==> src/rtl/crc8_pkt_framer.sv <==
// Packet framer in front of a bit-serial CRC-8 byte stage: feeds each byte to the
// stage, forwards it downstream, then appends the CRC (generate) or reports the residue (check).
module crc8_pkt_framer #(
  parameter int unsigned TIMEOUT = 15
) (
  input  logic       clk,
  input  logic       rst,
  input  logic [7:0] in_data,
  input  logic       in_last,
  input  logic       in_valid,
  output logic       in_ready,
  input  logic       check_mode,
  output logic [7:0] crc_byte,
  output logic       crc_en,
  output logic       crc_clr,
  input  logic [7:0] crc_value,
  input  logic       crc_done,
  output logic [7:0] out_data,
  output logic       out_last,
  output logic       out_valid,
  input  logic       out_ready,
  output logic       crc_ok,
  output logic       crc_err,
  output logic       pkt_err
);

  typedef enum logic [2:0] {
    S_IDLE,
    S_CLR,
    S_LOAD,
    S_WAIT,
    S_SEND,
    S_APPEND,
    S_STATUS
  } state_t;

  localparam logic [7:0] TMO_LAST = 8'(TIMEOUT - 1);

  state_t     state_q, state_d;
  logic [7:0] data_q, data_d;
  logic       last_q, last_d;
  logic       mode_q, mode_d;
  logic       first_q, first_d;
  logic [7:0] crc_q, crc_d;
  logic [7:0] tmo_q, tmo_d;

  logic       in_ready_q, in_ready_d;
  logic [7:0] crc_byte_q, crc_byte_d;
  logic       crc_en_q, crc_en_d;
  logic       crc_clr_q, crc_clr_d;
  logic [7:0] out_data_q, out_data_d;
  logic       out_last_q, out_last_d;
  logic       out_valid_q, out_valid_d;
  logic       crc_ok_q, crc_ok_d;
  logic       crc_err_q, crc_err_d;
  logic       pkt_err_q, pkt_err_d;

  always_comb begin
    // NOTE: every _d starts from its _q (or a pulse default) so no branch leaves a
    // variable unassigned, which would otherwise infer a latch.
    state_d   = state_q;
    data_d    = data_q;
    last_d    = last_q;
    mode_d    = mode_q;
    first_d   = first_q;
    crc_d     = crc_q;
    tmo_d     = tmo_q;
    pkt_err_d = 1'b0;

    unique case (state_q)
      S_IDLE: begin
        if (in_valid) begin
          data_d = in_data;
          last_d = in_last;
          if (first_q) begin
            mode_d  = check_mode;
            first_d = 1'b0;
            state_d = S_CLR;
          end else begin
            state_d = S_LOAD;
          end
        end
      end
      S_CLR: state_d = S_LOAD;
      S_LOAD: begin
        tmo_d   = '0;
        state_d = S_WAIT;
      end
      S_WAIT: begin
        // A done pulse on the final timeout cycle still completes the byte.
        if (crc_done) begin
          crc_d   = crc_value;
          state_d = S_SEND;
        end else if (tmo_q == TMO_LAST) begin
          pkt_err_d = 1'b1;
          first_d   = 1'b1;
          state_d   = S_IDLE;
        end else begin
          tmo_d = tmo_q + 8'd1;
        end
      end
      S_SEND: begin
        if (out_ready) begin
          if (!last_q)     state_d = S_IDLE;
          else if (mode_q) state_d = S_STATUS;
          else             state_d = S_APPEND;
        end
      end
      S_APPEND: begin
        if (out_ready) begin
          first_d = 1'b1;
          state_d = S_IDLE;
        end
      end
      S_STATUS: begin
        first_d = 1'b1;
        state_d = S_IDLE;
      end
      default: state_d = S_IDLE;
    endcase

    // Outputs are decoded from the next state so they are registered yet aligned with it.
    in_ready_d  = (state_d == S_IDLE);
    crc_clr_d   = (state_d == S_CLR);
    crc_en_d    = (state_d == S_LOAD);
    crc_byte_d  = (state_d == S_LOAD) ? data_d : crc_byte_q;
    out_valid_d = (state_d == S_SEND) || (state_d == S_APPEND);
    out_data_d  = 8'h00;
    out_last_d  = 1'b0;
    if (state_d == S_SEND) begin
      out_data_d = data_q;
      out_last_d = last_q & mode_q;
    end else if (state_d == S_APPEND) begin
      out_data_d = crc_q;
      out_last_d = 1'b1;
    end
    crc_ok_d  = (state_d == S_STATUS) && (crc_q == 8'h00);
    crc_err_d = (state_d == S_STATUS) && (crc_q != 8'h00);
  end

  always_ff @(posedge clk) begin
    // NOTE: sequential state uses non-blocking assignments so every flop samples
    // pre-edge values regardless of statement order.
    if (rst) begin
      state_q     <= S_IDLE;
      data_q      <= '0;
      last_q      <= 1'b0;
      mode_q      <= 1'b0;
      first_q     <= 1'b1;
      crc_q       <= '0;
      tmo_q       <= '0;
      in_ready_q  <= 1'b1;
      crc_byte_q  <= '0;
      crc_en_q    <= 1'b0;
      crc_clr_q   <= 1'b0;
      out_data_q  <= '0;
      out_last_q  <= 1'b0;
      out_valid_q <= 1'b0;
      crc_ok_q    <= 1'b0;
      crc_err_q   <= 1'b0;
      pkt_err_q   <= 1'b0;
    end else begin
      state_q     <= state_d;
      data_q      <= data_d;
      last_q      <= last_d;
      mode_q      <= mode_d;
      first_q     <= first_d;
      crc_q       <= crc_d;
      tmo_q       <= tmo_d;
      in_ready_q  <= in_ready_d;
      crc_byte_q  <= crc_byte_d;
      crc_en_q    <= crc_en_d;
      crc_clr_q   <= crc_clr_d;
      out_data_q  <= out_data_d;
      out_last_q  <= out_last_d;
      out_valid_q <= out_valid_d;
      crc_ok_q    <= crc_ok_d;
      crc_err_q   <= crc_err_d;
      pkt_err_q   <= pkt_err_d;
    end
  end

  assign in_ready  = in_ready_q;
  assign crc_byte  = crc_byte_q;
  assign crc_en    = crc_en_q;
  assign crc_clr   = crc_clr_q;
  assign out_data  = out_data_q;
  assign out_last  = out_last_q;
  assign out_valid = out_valid_q;
  assign crc_ok    = crc_ok_q;
  assign crc_err   = crc_err_q;
  assign pkt_err   = pkt_err_q;

endmodule
==> config.mk <==
export PLATFORM = sky130hd
export DESIGN_NAME = crc8_pkt_framer
export DESIGN_NICKNAME = d
export VERILOG_FILES = /design/src/rtl/crc8_pkt_framer.sv
export SDC_FILE = /design/constraint.sdc
export NUM_CORES = 1
export LEC_CHECK = 0
export CORE_MARGIN = 2
export CORE_UTILIZATION = 66
export DETAILED_ROUTE_END_ITERATION = 12
export DONT_BUFFER_PORTS = 1
export GPL_TIMING_DRIVEN = 0
export PLACE_DENSITY = 0.85
export SLEW_MARGIN = 20
export SYNTH_ARGS = -nofsm -noshare
export SYNTH_HDL_FRONTEND = slang
export SYNTH_SLANG_ARGS = --single-unit
==> constraint.sdc <==
create_clock -name clk -period 5.24 [get_ports clk]
set_clock_uncertainty 0.2 [all_clocks]
set_input_delay 0.524 -clock clk [delete_from_list [all_inputs] [get_ports clk]]
set_output_delay 0.524 -clock clk [all_outputs]
set_load 0.02 [all_outputs]
==> results of run 1 <==
==> sequential cells by signal, summed over array words and instances (netlist names), 3 cells and up <==
| name | count |
|---|---|
| data_q | 8 |
| out_data | 8 |
| crc_byte | 8 |
| state_q | 3 |
| tmo_q | 8 |
| crc_q | 8 |
==> critical path, cell delays in order (launching register included) <==
cell      delay (ps)
dfxtp_1          390
buf_2            230
nand3b_1         160
nor2_1           160
clkbuf_1         380
nor2_1           200
nand3_4          200
mux2_2           340
==> logic make-up (layout without fill, tap and decap cells) <==
kind of cell             after synthesis  after routing
buffers and inverters                 16             24
XOR/XNOR                               7              7
adder cells (fa/ha/maj)                2              2
multiplexers                           8              8
AO/OA/AOI/OAI                         50             50
AND/OR/NAND/NOR                       96             96
flip-flops                            54             54
==> worst max-delay path by stage <==
stage,from,end,slack [ps],cells past startpoint
3_5_place_dp,state_q[0]$_SDFF_PP0_,crc_byte[1]$_SDFFE_PP0P_,2930,7
5_1_grt,state_q[0]$_SDFF_PP0_,crc_byte[0]$_SDFFE_PP0P_,2710,7
4_1_cts,state_q[0]$_SDFF_PP0_,crc_byte[0]$_SDFFE_PP0P_,2900,7
2_1_floorplan,tmo_q[4]$_SDFFE_PP0P_,crc_byte[0]$_SDFFE_PP0P_,3100,6
6_report,state_q[0]$_SDFF_PP0_,crc_byte[0]$_SDFFE_PP0P_,2880,7
3_3_place_gp,state_q[0]$_SDFF_PP0_,crc_byte[7]$_SDFFE_PP0P_,2950,7
==> where the power goes <==
group	leakage, nW	switching (mW)	internal, mW
combinational	0.404	0.0992	0.0687
clock	0.0314	0.127	0.0511
sequential	0.438	0.0418	0.444
==> cell type report <==
type	instances	area, sq um
flip-flops and latches	54	1080
clock inverters	2	13.8
inverters	3	11.3
multi-input cells	163	1020
well taps	44	55.1
plain buffers	13	58.8
fillers	241	811
clock buffers	5	37.5
repair buffers	1	10.0
==> layout by cell type (no fill, tap or decap), types with 3 or more instances in the layout <==
cell type | synthesis | layout
dfxtp_1 | 54 | 54
nand2_1 | 44 | 44
a21oi_1 | 24 | 24
nor2_1 | 14 | 14
nor2b_1 | 10 | 10
mux2_2 | 8 | 8
a22o_1 | 8 | 8
clkbuf_1 | 7 | 7
buf_2 | 5 | 5
xor2_1 | 5 | 5
clkbuf_4 | 0 | 5
inv_1 | 3 | 3
or3_1 | 3 | 3
and3_1 | 3 | 3
nor4_1 | 3 | 3
o2111ai_1 | 3 | 3
o21ai_0 | 3 | 3
==> metal layers <==
metal  part of all wire, %  wire length (um)  global-route usage, %
met5                     0                 0                      0
met4                   1.6                68                   9.73
met1                    44              1920                   34.2
met3                   8.2               356                   7.77
met2                    46              1990                   35.9
==> run_summary.xml, run 1 <==
<?xml version="1.0" encoding="UTF-8"?>
<metrics>
  <group name="clocking">
    <metric name="ctsResizeCount" unit="">0</metric>
    <metric name="clkSlewWorstSetupHoldPaths" unit="ps">150</metric>
    <metric name="tritoncts.num_buffers" unit="">5</metric>
    <metric name="master_cell_of_the_clock_root_buffer" unit="">clkbuf_4</metric>
    <metric name="insertion_delay" unit="ps">370</metric>
    <metric name="cts.htree.levels" unit="">2</metric>
    <metric name="ctsLongestPathBuffers" unit="">2</metric>
    <metric name="clock-sinks" unit="">54</metric>
    <metric name="post_cts_buffers" unit="">0</metric>
    <metric name="tritoncts" unit="">built</metric>
    <metric name="cts_hold_repair.buffers" unit="">0</metric>
  </group>
  <group name="power_and_ir_drop">
    <metric name="power" unit="uW">832</metric>
    <metric name="pwr_density_cell" unit="nW/um^2">363</metric>
    <metric name="peakVddDrop" unit="mV">0.185</metric>
    <metric name="power_leakage" unit="nW">0.874</metric>
  </group>
  <group name="placed_design">
    <metric name="post-dp-hpwl" unit="um">3120</metric>
    <metric name="place_congestion" unit="">0.826</metric>
    <metric name="placedInstanceArea" unit="sq um">2230</metric>
    <metric name="placed_cells_incl_taps" unit="">277</metric>
    <metric name="place_worst_setup_slack" unit="ps">2930</metric>
    <metric name="port_buffers" unit="">0</metric>
  </group>
  <group name="yosys">
    <metric name="netlist.top_cell.by_area" unit="">dfxtp_1</metric>
    <metric name="synth.cell_area" unit="sq um">2180</metric>
    <metric name="synth-xor-area-share" unit="%">2.82</metric>
    <metric name="synth_top_cells_by_count" unit="">dfxtp_1, nand2_1, a21oi_1</metric>
    <metric name="synthesis.area_per_instance" unit="sq um">9.34</metric>
    <metric name="synth.mux.area_fraction" unit="%">4.14</metric>
    <metric name="ys_ff_latch" unit="">54</metric>
    <metric name="post-synth-top-area-fraction" unit="%">49.7</metric>
    <metric name="yosys.area_share.simple" unit="%">22.8</metric>
    <metric name="warnings_synthesis" unit="">0</metric>
    <metric name="synth-adder-area-share" unit="%">1.15</metric>
    <metric name="ys_types" unit="">42</metric>
    <metric name="area_contributors_post_synth" unit="">dfxtp_1, nand2_1, a21oi_1, mux2_2, a22o_1</metric>
    <metric name="synth_async_sr_flop_share" unit="%">0</metric>
    <metric name="synth_enable_flop_cells" unit="">0</metric>
    <metric name="ys_dominant_reg_cell" unit="">dfxtp_1</metric>
    <metric name="cell_with_the_most_instances_after_synthesis" unit="">dfxtp_1</metric>
    <metric name="synth_top_family_by_area" unit="">simple AND/OR/NAND/NOR gates</metric>
    <metric name="post_synth_net_total" unit="">258</metric>
    <metric name="synth_compound_gate_area_share" unit="%">16.2</metric>
    <metric name="post_synth_inst_count" unit="">233</metric>
    <metric name="seq_area_frac_synth" unit="%">49.7</metric>
  </group>
  <group name="floorplanning">
    <metric name="coreArea" unit="sq um">3100</metric>
    <metric name="dieWidth" unit="um">61.4</metric>
    <metric name="top_level_ports" unit="">47</metric>
    <metric name="fp-row-count" unit="">20</metric>
    <metric name="dieHeight" unit="um">61.4</metric>
    <metric name="dieArea" unit="sq um">3770</metric>
    <metric name="initial_utilization" unit="%">70.1</metric>
  </group>
  <group name="critical_path">
    <metric name="cp_endpoint_kind" unit="">flip-flop</metric>
    <metric name="crit_path_arrival_time" unit="ps">2440</metric>
    <metric name="worst_r2r_startpoint" unit="">state_q[0]$_SDFF_PP0_</metric>
    <metric name="critical_path_class" unit="">reg2reg</metric>
    <metric name="crit-reg2reg-capture" unit="">crc_byte[0]$_SDFFE_PP0P_</metric>
    <metric name="rrSetupSlack" unit="ps">2880</metric>
    <metric name="cp_max_fo" unit="">10</metric>
    <metric name="worstPathRequired" unit="ps">5310</metric>
    <metric name="startpoint_type" unit="">flip-flop</metric>
    <metric name="depth_of_the_most_critical_reg_to_reg_path" unit="">7</metric>
  </group>
  <group name="layout">
    <metric name="fin_area" unit="sq um">2290</metric>
    <metric name="layout-drive-gt1-share" unit="%">12.9</metric>
    <metric name="layout-area-overhead-vs-synth" unit="%">5.35</metric>
    <metric name="stdcell_count" unit="">285</metric>
    <metric name="insertedDiodeCount" unit="">0</metric>
    <metric name="layout.nets" unit="">266</metric>
    <metric name="layout.core_utilization" unit="%">73.9</metric>
  </group>
  <group name="drt">
    <metric name="drt_iter0_drc" unit="">148</metric>
    <metric name="average_wire_per_standard_cell" unit="um">15.2</metric>
    <metric name="drt.antenna.violating_nets" unit="">0</metric>
    <metric name="via_count" unit="">1647</metric>
    <metric name="route.detailed.vias_per_inst" unit="">5.78</metric>
    <metric name="drt_drc_violations_left" unit="">0</metric>
    <metric name="drt_first_pass_iters" unit="">4</metric>
    <metric name="totalWireLength" unit="um">4340</metric>
  </group>
  <group name="timing">
    <metric name="timing.final.crit_share" unit="%">45.1</metric>
    <metric name="final-max-slew-violation-count" unit="">0</metric>
    <metric name="final_critical_path_setup_slack" unit="ps">2880</metric>
    <metric name="slew-limit-headroom" unit="%">59.9</metric>
    <metric name="setup_tns" unit="ps">0</metric>
    <metric name="rsz0062_at_grt" unit="">no</metric>
    <metric name="min_period" unit="ps">2360</metric>
    <metric name="final_hold_vio_count" unit="">0</metric>
    <metric name="setup_viol" unit="">0</metric>
    <metric name="worst_slack_on_hold_paths" unit="ps">64.4</metric>
    <metric name="worst_pin_slew" unit="ps">600</metric>
    <metric name="maxClockFrequency" unit="GHz">0.424</metric>
  </group>
  <group name="status">
    <metric name="status" unit="">finished clean</metric>
  </group>
  <group name="min_path">
    <metric name="min_delay_worst_endpoint" unit="">crc_q[4]$_SDFFE_PP0P_</metric>
    <metric name="hold_path.class" unit="">in2reg</metric>
    <metric name="hp-start" unit="">crc_value[4]</metric>
    <metric name="hold_path_depth" unit="">2</metric>
  </group>
  <group name="flow_run">
    <metric name="drv.max_cap_violation_count" unit="">0</metric>
  </group>
  <group name="grt">
    <metric name="grt_start_max_net_pins" unit="">17</metric>
    <metric name="antenna_violations_before_repair" unit="">0</metric>
    <metric name="global_route.usage.total" unit="%">24.6</metric>
    <metric name="grt_overflow_total" unit="">0</metric>
    <metric name="first_global_vias" unit="">1434</metric>
    <metric name="grt_pass1_wl" unit="um">6730</metric>
  </group>
</metrics>
Power figures use the tool's default switching activity.
==> inputs of run 2 (changes only) <==
- CORE_UTILIZATION: 66 -> 61
- PLACE_DENSITY: 0.85 -> 0.8
- clock period: 5.24 -> 2.42 ns (I/O delays scaled with it)
==> run 2 against run 1 <==
Net effect: register-to-register slack worse by 2800 ps; die area grew 7.7%; highest routed layer unchanged; critical path depth fell by 1; non-clock buffer count up 22; global-route usage is 2.2 points higher; core utilization rose by 0.92 points; total power increased by 130%; clock-buffer cell count grew 1.
==> run_summary.xml, run 2 (same netlist as run 1, synthesis figures left out) <==
<?xml version="1.0" encoding="UTF-8"?>
<metrics>
  <group name="status">
    <metric name="status" unit="">finished clean</metric>
  </group>
  <group name="clocking">
    <metric name="tritoncts" unit="">built</metric>
    <metric name="clock-sinks" unit="">54</metric>
    <metric name="insertion_delay" unit="ps">370</metric>
    <metric name="ctsLongestPathBuffers" unit="">2</metric>
    <metric name="master_cell_of_the_clock_root_buffer" unit="">clkbuf_4</metric>
    <metric name="clkSlewWorstSetupHoldPaths" unit="ps">160</metric>
    <metric name="cts.htree.levels" unit="">2</metric>
    <metric name="tritoncts.num_buffers" unit="">5</metric>
  </group>
  <group name="placed_design">
    <metric name="place_congestion" unit="">0.838</metric>
    <metric name="post-dp-hpwl" unit="um">3260</metric>
    <metric name="port_buffers" unit="">0</metric>
    <metric name="placed_cells_incl_taps" unit="">279</metric>
    <metric name="place_worst_setup_slack" unit="ps">110</metric>
  </group>
  <group name="power_and_ir_drop">
    <metric name="power" unit="mW">1.91</metric>
    <metric name="power_leakage" unit="nW">0.979</metric>
    <metric name="peakVddDrop" unit="mV">0.487</metric>
    <metric name="pwr_density_cell" unit="nW/um^2">753</metric>
  </group>
  <group name="critical_path">
    <metric name="slowest_delay" unit="ps">380</metric>
    <metric name="worstPathRequired" unit="ps">2500</metric>
    <metric name="critical_path_class" unit="">reg2reg</metric>
    <metric name="cp_slowest_cell" unit="">dfxtp_1</metric>
    <metric name="critPathBufInv" unit="">1</metric>
    <metric name="cp_max_fo" unit="">10</metric>
    <metric name="crit_path_arrival_time" unit="ps">2430</metric>
    <metric name="crit_path_cell_trace" unit="">or3_1 &gt; o211a_1 &gt; clkbuf_4 &gt; nand3b_1 &gt; nand3_4 &gt; mux2_2</metric>
    <metric name="cp_endpoint_kind" unit="">flip-flop</metric>
    <metric name="crit_family" unit="">simple AND/OR/NAND/NOR gates</metric>
    <metric name="startpoint_type" unit="">flip-flop</metric>
  </group>
  <group name="min_path">
    <metric name="hold_path.class" unit="">in2reg</metric>
  </group>
  <group name="timing">
    <metric name="final_critical_path_setup_slack" unit="ps">75.4</metric>
    <metric name="slew-limit-headroom" unit="%">55.5</metric>
    <metric name="min_period" unit="ps">2340</metric>
    <metric name="maxClockFrequency" unit="GHz">0.427</metric>
    <metric name="setup_viol" unit="">0</metric>
    <metric name="worst_pin_slew" unit="ps">665</metric>
    <metric name="timing.final.crit_share" unit="%">96.9</metric>
    <metric name="final-max-slew-violation-count" unit="">0</metric>
    <metric name="final_hold_vio_count" unit="">0</metric>
  </group>
  <group name="floorplanning">
    <metric name="dieWidth" unit="um">63.7</metric>
    <metric name="fp-row-count" unit="">21</metric>
    <metric name="coreArea" unit="sq um">3390</metric>
    <metric name="top_level_ports" unit="">47</metric>
    <metric name="dieHeight" unit="um">63.7</metric>
    <metric name="dieArea" unit="sq um">4060</metric>
    <metric name="initial_utilization" unit="%">64.2</metric>
  </group>
  <group name="grt">
    <metric name="grt_pass1_wl" unit="um">8320</metric>
    <metric name="global_route.usage.total" unit="%">26.8</metric>
    <metric name="grt_start_max_net_pins" unit="">18</metric>
    <metric name="antenna_violations_before_repair" unit="">0</metric>
    <metric name="first_global_vias" unit="">1809</metric>
    <metric name="grt_overflow_total" unit="">0</metric>
  </group>
  <group name="flow_run">
    <metric name="drv.max_cap_violation_count" unit="">0</metric>
  </group>
  <group name="layout">
    <metric name="mostFrequentLayoutCells" unit="">dfxtp_1, nand2_1, a21oi_1, dlygate4sd3_1, nor2_1</metric>
    <metric name="fill_cells" unit="">235</metric>
    <metric name="layout-drive-gt1-share" unit="%">13.3</metric>
    <metric name="stdcell_count" unit="">310</metric>
    <metric name="final_common_cell" unit="">dfxtp_1</metric>
    <metric name="insertedDiodeCount" unit="">0</metric>
    <metric name="layout-area-overhead-vs-synth" unit="%">16.5</metric>
    <metric name="multi_input_area" unit="sq um">1030</metric>
    <metric name="layout.nets" unit="">288</metric>
    <metric name="seqCellArea" unit="sq um">1080</metric>
  </group>
  <group name="drt">
    <metric name="via_count" unit="">1780</metric>
    <metric name="route.detailed.vias_per_inst" unit="">5.74</metric>
    <metric name="average_wire_per_standard_cell" unit="um">15.8</metric>
    <metric name="drt.antenna.violating_nets" unit="">0</metric>
    <metric name="drt_first_pass_iters" unit="">4</metric>
    <metric name="totalWireLength" unit="um">4900</metric>
    <metric name="drt_iter0_drc" unit="">170</metric>
    <metric name="drt_drc_violations_left" unit="">0</metric>
  </group>
</metrics>
## run 2: routing by layer
metal,global-route usage [%],routed length [um]
met1,33.5,2220
met2,42.2,2310
met3,8.21,298
met4,12.5,71
met5,0,0
## run 2: where the power goes
part           switching [mW]  leakage [nW]  internal [mW]
Combinational           0.234         0.503          0.192
Sequential             0.0930         0.438          0.962
Clock                   0.282        0.0384          0.146
## run 2: repair_timing
item | in CTS | in global routing
setup endpoints to repair | 0 | 15
hold buffers | 21 | 0
buffers inserted | 0 | 2
endpoints found under the hold margin | 21 | 0
gates resized for setup | 0 | 5
## run 2: per-stage QoR
| step | cell area (sq um) | utilization [%] | hold WS, ps | setup TNS, ps |
|---|---|---|---|---|
| 6_report | 2530 | 74.8 | 29.7 | 0 |
| 5_1_grt | 2530 | 74.8 | 14.8 | -46.8 |
| 4_1_cts | 2510 | 74.1 | 23.2 | 0 |
| 3_5_place_dp | 2230 | 65.9 | 122 | 0 |
| 3_3_place_gp | 2230 | 65.9 | 122 | 0 |
| 2_1_floorplan | 2180 | - | 118 | 0 |
## run 2: area by class of cell
class	count	share of cell area [%]
inverters	3	0.444
clock buffers	6	2.02
well taps	46	2.27
repair buffers	23	8.88
multi-input cells	163	40.5
plain buffers	13	2.57
clock inverters	2	0.691
flip-flops and latches	54	42.6
## run 2: path summary, 6_finish.rpt
check                                            from                        to  slack, ps  depth (start not counted)
worst min-delay path                         in_valid      data_q[0]$_SDFF_PP0_         30                          3
worst max-delay path            tmo_q[4]$_SDFFE_PP0P_  crc_byte[3]$_SDFFE_PP0P_         80                          6
worst min register to register  crc_q[5]$_SDFFE_PP0P_     crc_q[5]$_SDFFE_PP0P_        290                          2
worst max register to register  tmo_q[4]$_SDFFE_PP0P_  crc_byte[3]$_SDFFE_PP0P_         80                          6
## run 2: worst register-to-register path: stages (launching register included)
cell and delay, ps:
dfxtp_1 380, or3_1 370, o211a_1 250, clkbuf_4 190
nand3b_1 290, nand3_4 230, mux2_2 360
